File: src/rtl/ctrl_pkg.sv
// Shared definitions for the ALU control sequencer: opcode numbers, FSM states
// and the positions of the register fields inside the instruction word.
package ctrl_pkg;

    localparam int unsigned OP_ADD  = 3;
    localparam int unsigned OP_SUB  = 4;
    localparam int unsigned OP_AND  = 5;
    localparam int unsigned OP_OR   = 6;
    localparam int unsigned OP_SHR  = 7;
    localparam int unsigned OP_SHRA = 8;
    localparam int unsigned OP_SHL  = 9;
    localparam int unsigned OP_ROR  = 10;
    localparam int unsigned OP_ROL  = 11;
    localparam int unsigned OP_MUL  = 15;
    localparam int unsigned OP_DIV  = 16;
    localparam int unsigned OP_NEG  = 17;
    localparam int unsigned OP_NOT  = 18;

    typedef enum logic [2:0] {
        ST_IDLE,
        ST_T0,
        ST_T1,
        ST_T2,
        ST_T3,
        ST_T4,
        ST_T5,
        ST_T6
    } state_t;

    // Register fields are packed Ra, Rb, Rc directly below the opcode.
    localparam int REG_FIELD_RA = 0;
    localparam int REG_FIELD_RB = 1;
    localparam int REG_FIELD_RC = 2;

    function automatic int reg_field_lsb(input int data_width, input int opcode_width,
                                         input int reg_addr_width, input int field);
        return data_width - opcode_width - (field + 1) * reg_addr_width;
    endfunction

endpackage

File: src/rtl/op_class_decode.sv
// Combinational classification of an opcode into the instruction class that
// selects the execute sequence.
module op_class_decode
    import ctrl_pkg::*;
#(
    parameter int OPCODE_WIDTH = 5
) (
    input  logic [OPCODE_WIDTH-1:0] opcode,
    output logic                    arith3,
    output logic                    unary,
    output logic                    muldiv,
    output logic                    illegal
);

    logic [31:0] opc;

    assign opc     = 32'(opcode);
    assign arith3  = (opc >= OP_ADD) && (opc <= OP_ROL);
    assign unary   = (opc == OP_NEG) || (opc == OP_NOT);
    assign muldiv  = (opc == OP_MUL) || (opc == OP_DIV);
    assign illegal = !(arith3 || unary || muldiv);

endmodule

File: src/rtl/alu_ctrl_sequencer.sv
// Moore control sequencer for register ALU instructions: fetch (T0-T2) then a
// class-dependent execute sequence (T3-T6), one control word per clock.
module alu_ctrl_sequencer
    import ctrl_pkg::*;
#(
    parameter int DATA_WIDTH     = 32,
    parameter int OPCODE_WIDTH   = 5,
    parameter int REG_ADDR_WIDTH = 4,
    parameter int MEM_WAIT       = 0,
    parameter int COUNT_WIDTH    = 16
) (
    input  logic                      clk,
    input  logic                      clr,
    input  logic                      run,
    input  logic [DATA_WIDTH-1:0]     IR_Data,
    output logic                      PC_out,
    output logic                      MAR_in,
    output logic                      IncPC,
    output logic                      Z_in,
    output logic                      Zlow_out,
    output logic                      Zhigh_out,
    output logic                      PC_in,
    output logic                      Read,
    output logic                      MDR_in,
    output logic                      MDR_out,
    output logic                      IR_in,
    output logic                      Y_in,
    output logic                      R_in,
    output logic                      R_out,
    output logic                      HI_in,
    output logic                      LO_in,
    output logic [REG_ADDR_WIDTH-1:0] reg_sel,
    output logic [OPCODE_WIDTH-1:0]   alu_instruction,
    output logic                      busy,
    output logic                      done,
    output logic                      illegal,
    output logic [COUNT_WIDTH-1:0]    instr_count
);

    localparam int OPC_LSB = DATA_WIDTH - OPCODE_WIDTH;
    localparam int RA_LSB  = reg_field_lsb(DATA_WIDTH, OPCODE_WIDTH, REG_ADDR_WIDTH, REG_FIELD_RA);
    localparam int RB_LSB  = reg_field_lsb(DATA_WIDTH, OPCODE_WIDTH, REG_ADDR_WIDTH, REG_FIELD_RB);
    localparam int RC_LSB  = reg_field_lsb(DATA_WIDTH, OPCODE_WIDTH, REG_ADDR_WIDTH, REG_FIELD_RC);
    localparam logic [3:0] WAIT_LAST = 4'(MEM_WAIT);

    state_t                    state;
    logic [3:0]                wait_cnt;
    logic [OPCODE_WIDTH-1:0]   opcode;
    logic [REG_ADDR_WIDTH-1:0] ra, rb, rc;
    logic                      cls_arith3, cls_unary, cls_muldiv, cls_illegal;

    assign opcode = IR_Data[OPC_LSB +: OPCODE_WIDTH];
    assign ra     = IR_Data[RA_LSB +: REG_ADDR_WIDTH];
    assign rb     = IR_Data[RB_LSB +: REG_ADDR_WIDTH];
    assign rc     = IR_Data[RC_LSB +: REG_ADDR_WIDTH];

    // Immediate/low bits of the instruction word are not used by these instructions.
    if (RC_LSB > 0) begin : g_ir_low
        logic unused_ir_low;
        assign unused_ir_low = ^IR_Data[RC_LSB-1:0];
    end

    op_class_decode #(
        .OPCODE_WIDTH(OPCODE_WIDTH)
    ) u_op_class_decode (
        .opcode (opcode),
        .arith3 (cls_arith3),
        .unary  (cls_unary),
        .muldiv (cls_muldiv),
        .illegal(cls_illegal)
    );

    assign busy = (state != ST_IDLE);
    assign done = ((state == ST_T5) && !cls_muldiv) || (state == ST_T6);

    // The end of an instruction is the cycle done is high; run is only looked at there and in IDLE.
    always_ff @(posedge clk) begin
        if (clr) begin
            state       <= ST_IDLE;
            wait_cnt    <= '0;
            instr_count <= '0;
        end else if (done) begin
            state       <= run ? ST_T0 : ST_IDLE;
            instr_count <= instr_count + 1'b1;
        end else begin
            case (state)
                ST_IDLE: if (run) state <= ST_T0;
                ST_T0: begin
                    state    <= ST_T1;
                    wait_cnt <= '0;
                end
                ST_T1: begin
                    if (wait_cnt == WAIT_LAST) begin
                        state    <= ST_T2;
                        wait_cnt <= '0;
                    end else begin
                        wait_cnt <= wait_cnt + 1'b1;
                    end
                end
                ST_T2: state <= ST_T3;
                ST_T3: begin
                    if (cls_unary)        state <= ST_T5;
                    else if (cls_illegal) state <= ST_IDLE;
                    else                  state <= ST_T4;
                end
                ST_T4:   state <= ST_T5;
                ST_T5:   state <= ST_T6;
                default: state <= ST_IDLE;
            endcase
        end
    end

    always_comb begin
        PC_out          = 1'b0;
        MAR_in          = 1'b0;
        IncPC           = 1'b0;
        Z_in            = 1'b0;
        Zlow_out        = 1'b0;
        Zhigh_out       = 1'b0;
        PC_in           = 1'b0;
        Read            = 1'b0;
        MDR_in          = 1'b0;
        MDR_out         = 1'b0;
        IR_in           = 1'b0;
        Y_in            = 1'b0;
        R_in            = 1'b0;
        R_out           = 1'b0;
        HI_in           = 1'b0;
        LO_in           = 1'b0;
        reg_sel         = '0;
        alu_instruction = '0;
        illegal         = 1'b0;
        case (state)
            ST_T0: begin
                PC_out = 1'b1;
                MAR_in = 1'b1;
                IncPC  = 1'b1;
                Z_in   = 1'b1;
            end
            ST_T1: begin
                Read   = 1'b1;
                MDR_in = 1'b1;
                // PC write-back happens only once, on the first cycle of the memory read.
                if (wait_cnt == '0) begin
                    Zlow_out = 1'b1;
                    PC_in    = 1'b1;
                end
            end
            ST_T2: begin
                MDR_out = 1'b1;
                IR_in   = 1'b1;
            end
            ST_T3: begin
                if (cls_unary) begin
                    R_out           = 1'b1;
                    reg_sel         = rb;
                    alu_instruction = opcode;
                    Z_in            = 1'b1;
                end else if (cls_muldiv) begin
                    R_out   = 1'b1;
                    reg_sel = ra;
                    Y_in    = 1'b1;
                end else if (cls_arith3) begin
                    R_out   = 1'b1;
                    reg_sel = rb;
                    Y_in    = 1'b1;
                end else begin
                    illegal = 1'b1;
                end
            end
            ST_T4: begin
                R_out           = 1'b1;
                reg_sel         = cls_muldiv ? rb : rc;
                alu_instruction = opcode;
                Z_in            = 1'b1;
            end
            ST_T5: begin
                Zlow_out = 1'b1;
                if (cls_muldiv) begin
                    LO_in = 1'b1;
                end else begin
                    R_in    = 1'b1;
                    reg_sel = ra;
                end
            end
            ST_T6: begin
                Zhigh_out = 1'b1;
                HI_in     = 1'b1;
            end
            default: ;
        endcase
    end

endmodule

File: config.mk
export PLATFORM = sky130hd
export DESIGN_NAME = alu_ctrl_sequencer
export DESIGN_NICKNAME = d
export VERILOG_FILES = /design/src/rtl/ctrl_pkg.sv /design/src/rtl/op_class_decode.sv /design/src/rtl/alu_ctrl_sequencer.sv
export SDC_FILE = /design/constraint.sdc
export NUM_CORES = 1
export LEC_CHECK = 0
export ABC_CLOCK_PERIOD_IN_PS = 4800
export CAP_MARGIN = 25
export CORE_ASPECT_RATIO = 0.7
export CORE_MARGIN = 1.5
export CORE_UTILIZATION = 42
export DETAILED_ROUTE_END_ITERATION = 16
export MAX_ROUTING_LAYER = met4
export PLACE_DENSITY = 0.9
export SLEW_MARGIN = 20
export SYNTH_ARGS = -nofsm -noshare
export SYNTH_HDL_FRONTEND = slang
export SYNTH_SLANG_ARGS = --single-unit
File: constraint.sdc
create_clock -name clk -period 4.8 [get_ports clk]
set_clock_uncertainty 0.1 [all_clocks]
set_input_delay 0.96 -clock clk [delete_from_list [all_inputs] [get_ports clk]]
set_output_delay 0.96 -clock clk [all_outputs]
set_load 0.01 [all_outputs]
# --- After elaboration in Yosys (flattened, before gate mapping) ---
# Index checks and enable logic that the tools add are counted.
totals:
  romBits: 0
  output_inout_bits: 44
  memories: 0
  latch_bits: 0
  register_bits: 23
  ramBits: 0
  word_cells: 76
  input_bits: 35
op_classes:
  shift: 0
  mul: 0
  div_mod_pow: 0
  eq_ne: 13
  magnitude_cmp: 2
  bitwise: 1
  reduce_logical: 15
  mux: 40
  add_sub_neg: 2
op_table:
  columns: ["cell", "count"]
  rows:
  - ["4-bit two-way mux", 6]
  - ["1-bit two-way mux", 21]
  - ["3-bit case mux with 7 select lines", 1]
  - ["16-bit by 1-bit adder with 16-bit output (second input constant)", 1]
  - ["5-bit equality test (second input constant)", 3]
  - ["3-bit two-way mux", 5]
  - ["3-bit equality test (second input constant)", 4]
  - ["4-bit case mux with 3 select lines", 1]
  - ["5-bit case mux with 2 select lines", 1]
  - ["4-bit case mux with 2 select lines", 1]
  - ["3-bit by 2-bit equality test with 1-bit output (second input constant)", 2]
  - ["3-bit inequality test (second input constant)", 2]
  - ["1-bit case mux with 2 select lines", 3]
  - ["5-bit by 4-bit equality test with 1-bit output (second input constant)", 1]
  - ["5-bit by 2-bit >= comparator with 1-bit output (second input constant)", 1]
  - ["5-bit by 4-bit <= comparator with 1-bit output (second input constant)", 1]
  - ["1-bit logical OR", 5]
  - ["5-bit two-way mux", 1]
  - ["4-bit by 1-bit adder with 4-bit output (second input constant)", 1]
  - ["4-bit logical NOT", 1]
  - ["2-bit AND reduction", 2]
  - ["3-bit by 1-bit equality test with 1-bit output (second input constant)", 1]
  - ["3-bit logical NOT", 1]
  - ["3-bit nonzero test", 1]
  - ["5 further kinds", 6]

# --- Logic depth before layout (Yosys ltp) ---
# Gate-level depths: netlist (run 1).
logic_depth:
  word_depth: 8
  depth_mapped: 7
  depth_no_buf: 7

# --- Modules after synthesis ---
# Synthesis (run 1) repeated with hierarchy kept, for this count alone.
unflattened:
  hier_cells: 195
  hier_area_um2: 1498.9
by_module_without_submodules:
  columns: ["mod", "area_per_inst_um2", "seq_area_each_um2", "cells_per_inst", "instances"]
  rows:
  - ["alu_ctrl_sequencer", 1410.1, 460.4, 180, 1]
  - ["op_class_decode", 88.8, 0.0, 15, 1]

# --- Least setup slack after synthesis (run 1) ---
# No wires, ideal clock.
synth_timing:
  path_type: "input -> output"
  start: "in IR_Data[27]"
  end: "out reg_sel[0]"
  slack_ns: 1.514
  required_time_ns: 3.740
  cell_stages: 5
  t_arrival_ns: 2.226
  n_path_buf: 0
  cell_sequence: "nor4b_4 a2bb2oi_4 or3_4 a21oi_4 a221o_1"
synth_between:
  elab_chain_cells: 6
  word_cells_on_any_way: 15
  classes_between: "order compare: 2; eq/ne: 4; mux: 6; reduce/logical: 3"
synth_rtl:
  columns: ["item", "line", "text"]
  rows:
  - ["start: declaration", "alu_ctrl_sequencer.sv:15", "input logic [DATA_WIDTH-1:0] IR_Data,"]
  - ["5-bit by 2-bit >= comparator with 1-bit output / 5-bit by 4-bit <= comparator with 1-bit output (equally long branches)", "op_class_decode.sv:18", "assign arith3 = (opc >= OP_ADD) && (opc <= OP_ROL);"]
  - ["1-bit logical AND", "op_class_decode.sv:18", null]
  - ["4-bit two-way mux", "alu_ctrl_sequencer.sv:163", "end else if (cls_arith3) begin"]
  - ["4-bit two-way mux", "alu_ctrl_sequencer.sv:159", "end else if (cls_muldiv) begin"]
  - ["4-bit two-way mux", "alu_ctrl_sequencer.sv:154", "if (cls_unary) begin"]
  - ["4-bit case mux with 3 select lines (*)", "alu_ctrl_sequencer.sv:133", "case (state)"]
  - ["end: declaration", "alu_ctrl_sequencer.sv:32", "output logic [REG_ADDR_WIDTH-1:0] reg_sel,"]
# Every way passes the cells marked *; elsewhere a longest branch is shown, timed or not.

# --- Worst setup path after layout (run 1) ---
layout_timing:
  start: "in IR_Data[27]"
  end: "out reg_sel[1]"
# The elaborated chain is that of the path after synthesis.

==> run metrics, run 1 <==
vias in the first global route=1335; Top-Level Pins=79; tightest hold margin=a little over 400 ps; Total GRT Usage=about a fifth; Die X=around 76 um; Final WS setup=roughly 280 ps; commonest cells after routing, fill and taps aside=63 x clkdlybuf4s50_1, 32 x nor2_1, 23 x dfxtp_1; worst r2r src=state[0]; max_slew headroom=roughly 45%; Clk pin slew, worst setup/hold paths=around 70 ps; Die H=about 54 um; Antenna Cells=0; Initial Util=between 40% and 50%; leakage=~0.8 nW; Sinks on Clock Net=23; register area=roughly 460 um^2; leading cell type in the layout, fill and taps excluded=clkdlybuf4s50_1; global placement routability congestion=a little over 0.8; Multi-input gate area=997 um^2; Post-CTS Hold Fix Bufs=0; final net count=approximately 290; Max Freq=approximately 220 MHz; average wire per standard cell=roughly 13 um; Cells after Synth=194; Critical Path Start Type=input port; min Tclk post-route=4520 ps; largest net degree at the start of global routing=25; RR Endpoint=instr_count[13]; Setup CP Type=input port to output port; cell chain of the critical path=clkdlybuf4s50_1 -> nor4b_4 -> a2bb2oi_4 -> or3_4 -> a21oi_4 -> a221o_1 -> clkdlybuf4s50_1; register area share after synthesis=29.6%; PortBufs=63; post-place setup slack=roughly 280 ps; vias after detailed routing=between 1.5k and 2k; Reg2Reg Depth=6; DRT iter0 DRCs=around 100; FILL cells=roughly 310; post-DP HPWL=between 2000 and 3000 um; antenna violation net count after detailed routing=0; worst reg2reg setup slack=about 2500 ps; crit-path max FO=10; post-cts gate resize count=0; total CTS buffers=3; htree depth=1; share of cells above drive strength 1=under 10%; Hold Vio Cnt, Final=0; HP Class=flop to flop; fin. max-slew vios=0; worst skew pair latency=approximately 270 ps; total negative setup slack=0 ps; Critical Path Sink Type=output port; number of setup buffers added after CTS=0; maximum vdd ir drop=between 200 and 250 uV; synth unique cells=43; Pwr Total=a little over 0.4 mW; unrepaired setup endpoints after global routing=no; Slew @ Worst Pin=822 ps; Mapped Area=~1600 um^2; max_cap viols=0; syn_nets=approximately 230; area delta synth->final=43.0%; Core ar.=between 3000 and 4000 um^2; antenna violations before repair=0; routed wire length=approximately 3800 um; hold path endpoint=wait_cnt[2]; worst path arrival time=about 3500 ps; root buf cell=clkbuf_8; status=complete, no violations; Pre-Repair DR Iteration Count=4; Avg Cell Area, Syn=about 8.0 um^2; DR DRC count=0; die area=4090 um^2; clk buf depth=2; Required @ worst endpoint=roughly 3700 ps; Synthesis Warnings=0; Crit path top cell by count=clkdlybuf4s50_1; crit path max-delay cell type=clkdlybuf4s50_1; GRT overflow=0; max incr delay on CP=570 ps; vias per cell=5.30; Hold Path Stages=2; final setup fails=0; first-pass GRT wire length=roughly 6000 um; row count=18; CTS tree=done; crit share post-route=about 94%; PD cells=between 150 and 200 nW/um^2; Synth Register Bits=23; worst hold start=wait_cnt[2]
-- layout make-up --
cell class                      count  area share (%)
Timing Repair Buffer               64            28.7
Inverter                            6            1.01
Sequential cell                    23            20.7
Multi-Input combinational cell    151            44.8
Tap cell                           50            2.81
Clock buffer                        4            2.02
-- routing by layer --
metal,share of wire (%),routed length [um],global-route usage [%]
met1,46,1750,24.2
met2,45,1710,32.9
met3,8.0,304,5.62
met4,0.66,25,2.68
met5,0,0,-
-- power breakdown --
| group | total, mW | switching [mW] | internal, mW |
|---|---|---|---|
| sequential | 0.201 | 0.00784 | 0.193 |
| clock | 0.120 | 0.0610 | 0.0593 |
| combinational | 0.0819 | 0.0361 | 0.0458 |
-- synthesized netlist by cell type, drive strengths merged --
master / instances / area [um^2]
o21ai: 3 / 15.0
nor4b: 1 / 23.8
and3b: 1 / 8.76
or3: 3 / 23.8
a21oi: 10 / 61.3
buf: 7 / 50.0
a221oi: 1 / 26.3
a22oi: 1 / 7.51
o21ba: 1 / 10.0
nor2b: 3 / 18.8
nand2: 6 / 22.5
nor3b: 3 / 22.5
and2: 6 / 38.8
nand2b: 6 / 37.5
ha: 3 / 37.5
and3: 10 / 67.6
and4b: 1 / 10.0
xor2: 13 / 114
mux2i: 1 / 10.0
a2bb2oi: 1 / 26.3
nand4: 7 / 43.8
nor2: 32 / 120
nand3b: 2 / 15.0
inv: 6 / 22.5
o21bai: 2 / 15.0
o21a: 1 / 7.51
clkbuf: 7 / 26.3
nor3: 11 / 55.1
a211oi: 2 / 15.0
nand3: 10 / 55.1
dfxtp: 23 / 460
o32ai: 1 / 8.76
a221o: 4 / 40.0
and4: 1 / 8.76
xnor2: 2 / 17.5
or4: 1 / 7.51
nor4: 1 / 6.26
-- cell families after synthesis --
| group | Yosys count | synth area share [%] |
|---|---|---|
| AOI/OAI and AO/OA | 27 | 15.0 |
| DFF | 23 | 29.6 |
| muxes | 1 | 0.643 |
| buffers and inverters | 20 | 6.35 |
| and+or+nand+nor | 105 | 37.6 |
| adders and majority gates | 3 | 2.41 |
| xor gates and xnor gates | 15 | 8.44 |
-- how the worst max path moves through the flow --
stage                           start          to  slack [ps]
after floorplan           IR_Data[27]  reg_sel[0]        1510
after global placement    IR_Data[27]  reg_sel[0]         300
after detailed placement  IR_Data[27]  reg_sel[1]         280
after CTS                 IR_Data[27]  reg_sel[1]         270
after global routing      IR_Data[27]  reg_sel[0]         160
final                     IR_Data[27]  reg_sel[1]         280
-- sequential cells by signal, indices dropped and copies added, names as in the netlist --
register	count
instr_count	16
state	3
wait_cnt	4
-- critical path, delay by kind of cell --
kind                   cells  cell delay (ps)
AO/OA/AOI/OAI              3              490
buffers and inverters      2             1100
AND/OR/NAND/NOR            2              900
-- metrics by stage --
| stage | instance area (um^2) | util [%] | cells |
|---|---|---|---|
| 3_3_place_gp | 2180 | 61.7 | 294 |
| 3_5_place_dp | 2180 | 61.7 | 294 |
| 5_1_grt | 2230 | 63.0 | 298 |
| 2_1_floorplan | 1560 | - | 194 |
| 4_1_cts | 2230 | 63.0 | 298 |
| 6_report | 2230 | 63.0 | 298 |
No activity file was read; power rests on OpenSTA's default activity.
==> run 2, diff against run 1 <==
- CORE_ASPECT_RATIO: 0.7 -> unset
- MAX_ROUTING_LAYER: met4 -> unset
==> run metrics, run 2 (synthesis results as in run 1) <==
status=complete, no violations (unchanged); DR DRC count=0 (unchanged); first-pass GRT wire length=6130 um (was 5960 um); post-DP HPWL=2660 um (was 2860 um); Slew @ Worst Pin=833 ps (was 822 ps); clk buf depth=2 (unchanged); GRT overflow=0 (unchanged); largest net degree at the start of global routing=25 (unchanged); leakage=0.816 nW (was 0.808 nW); Core ar.=3440 um^2 (was 3540 um^2); Crit path top cell by count=clkdlybuf4s50_1 (unchanged); global placement routability congestion=0.803 (was 0.820); final setup fails=0 (unchanged); Critical Path Sink Type=output port (unchanged); CTS tree=done (unchanged); Antenna Cells=0 (unchanged); post-cts gate resize count=0 (unchanged); vias per cell=5.33 (was 5.30); crit path launch=IR_Data[28] (was IR_Data[27]); Int Power=0.297 mW (was 0.298 mW); Die H=63.9 um (was 53.9 um); antenna violation net count after detailed routing=0 (unchanged); Pre-Repair DR Iteration Count=4 (unchanged); area delta synth->final=43.2% (was 43.0%); worst r2r src=state[0] (unchanged); final core utilization=64.8% (was 63.0%); share of cells above drive strength 1=7.23% (was 6.45%); average wire per standard cell=12.4 um (was 12.7 um); htree depth=1 (unchanged); PD cells=180 nW/um^2 (was 181 nW/um^2); routed wire length=3670 um (was 3790 um); crit path max-delay cell type=clkdlybuf4s50_1 (unchanged); Sinks on Clock Net=23 (unchanged); Critical Path Start Type=input port (unchanged); cell chain of the critical path=clkdlybuf4s50_1 -> nor4b_4 -> a2bb2oi_4 -> a211oi_1 -> a221o_1 -> clkdlybuf4s50_1 (was clkdlybuf4s50_1 -> nor4b_4 -> a2bb2oi_4 -> or3_4 -> a21oi_4 -> a221o_1 -> clkdlybuf4s50_1); commonest cells after routing, fill and taps aside=63 x clkdlybuf4s50_1, 32 x nor2_1, 23 x dfxtp_1 (unchanged); vias after detailed routing=1573 (was 1580); number of setup buffers added after CTS=0 (unchanged); worst skew pair latency=260 ps (was 270 ps); Post-CTS Hold Fix Bufs=0 (unchanged); worst path bufs/invs=2 (unchanged); Max Freq=222 MHz (was 221 MHz); max_cap viols=0 (unchanged); highest routed layer=met4 (unchanged); Reg with most FFs=instr_count (unchanged); Worst path top cell family by delay=buffers and inverters (unchanged); max_slew headroom=44.3% (was 45.0%); Die X=63.9 um (was 75.8 um); Top-Level Pins=79 (unchanged); Required @ worst endpoint=3740 ps (about the same); DRT iter0 DRCs=80 (was 103); Clk pin slew, worst setup/hold paths=80 ps (was 70 ps); Sw Ratio=25.9% (was 26.0%); DR WL met3=259 um (was 304 um); worst path arrival time=3450 ps (was 3460 ps); total CTS buffers=3 (unchanged); met2 WL=1720 um (was 1710 um); row count=21 (was 18); Setup CP Type=input port to output port (unchanged); PortBufs=63 (unchanged); vias in the first global route=1412 (was 1335); antenna violations before repair=0 (unchanged); max reg flops=16 (unchanged); leading cell type in the layout, fill and taps excluded=clkdlybuf4s50_1 (unchanged); Hold Vio Cnt, Final=0 (unchanged); final net count=288 (was 287); crit share post-route=93.9% (was 94.1%); total negative setup slack=0 ps (unchanged); biggest regs=instr_count: 16 flops, wait_cnt: 4 flops, state: 3 flops (unchanged); die area=4080 um^2 (was 4090 um^2); Post-Route M1 WL=1640 um (was 1750 um); Reg power frac=50.0% (was 49.8%); maximum vdd ir drop=131 uV (was 230 uV); root buf cell=clkbuf_8 (unchanged); Comb pwr share=20.6% (was 20.3%); min Tclk post-route=4510 ps (was 4520 ps); fin. max-slew vios=0 (unchanged); crit-path max FO=10 (unchanged); Psw=0.104 mW (was 0.105 mW); unrepaired setup endpoints after global routing=no (unchanged); max incr delay on CP=550 ps (was 570 ps); worst hold start=wait_cnt[2] (unchanged); Initial Util=45.2% (was 44.0%); Total GRT Usage=18.0% (was 19.6%); HP Class=flop to flop (unchanged); Clk pwr share=29.4% (was 29.9%)
## run 2: power by group through the flow
stage / logic [mW] / registers (mW) / clock network (mW)
3_5_place_dp: 0.0824 / 0.205 / 0
2_1_floorplan: 0.0483 / 0.199 / 0
4_1_cts: 0.0827 / 0.200 / 0.120
3_3_place_gp: 0.0814 / 0.205 / 0
5_1_grt: 0.0892 / 0.202 / 0.130
6_report: 0.0824 / 0.201 / 0.118
## run 2: worst paths after layout
check                     to  depth (start not counted)  slack, ps
max               reg_sel[3]                          6        290
min              wait_cnt[2]                          2        410
max reg2reg  instr_count[13]                          6       2570
min reg2reg      wait_cnt[2]                          2        410
## run 2: stage by stage
step / cell area (um^2) / hold slack (ps) / std cells / worst slack, ps / power [mW]
detailed placement: 2180 / 401 / 291 / 282 / 0.287
global placement: 2180 / 392 / 291 / 300 / 0.286
floorplan: 1560 / 371 / 194 / 1510 / 0.247
finish: 2230 / 410 / 295 / 293 / 0.401
CTS: 2230 / 413 / 295 / 280 / 0.403
global route: 2230 / 438 / 295 / 96.5 / 0.421
## run 2: layout make-up
type | instances | area, um^2
sequential | 23 | 460
tap | 46 | 57.6
clock inverter | 1 | 5.00
timing repair buffer | 65 | 646
clock buffer | 3 | 41.3
multi-input combinational | 151 | 997
inverter | 6 | 22.5
fill | 296 | 1210
## run 2: routing by layer
layer	GRT usage, %	vias to the layer above
li1	-	796
met1	21.3	726
met2	33.1	45
met3	3.17	6
met4	4.89	0
met5	0	-
## run 2: worst min-delay path, delay by kind of cell, from the launching register on
kind            cells  cell delay (ps)
flops               1              340
compound gates      2              140
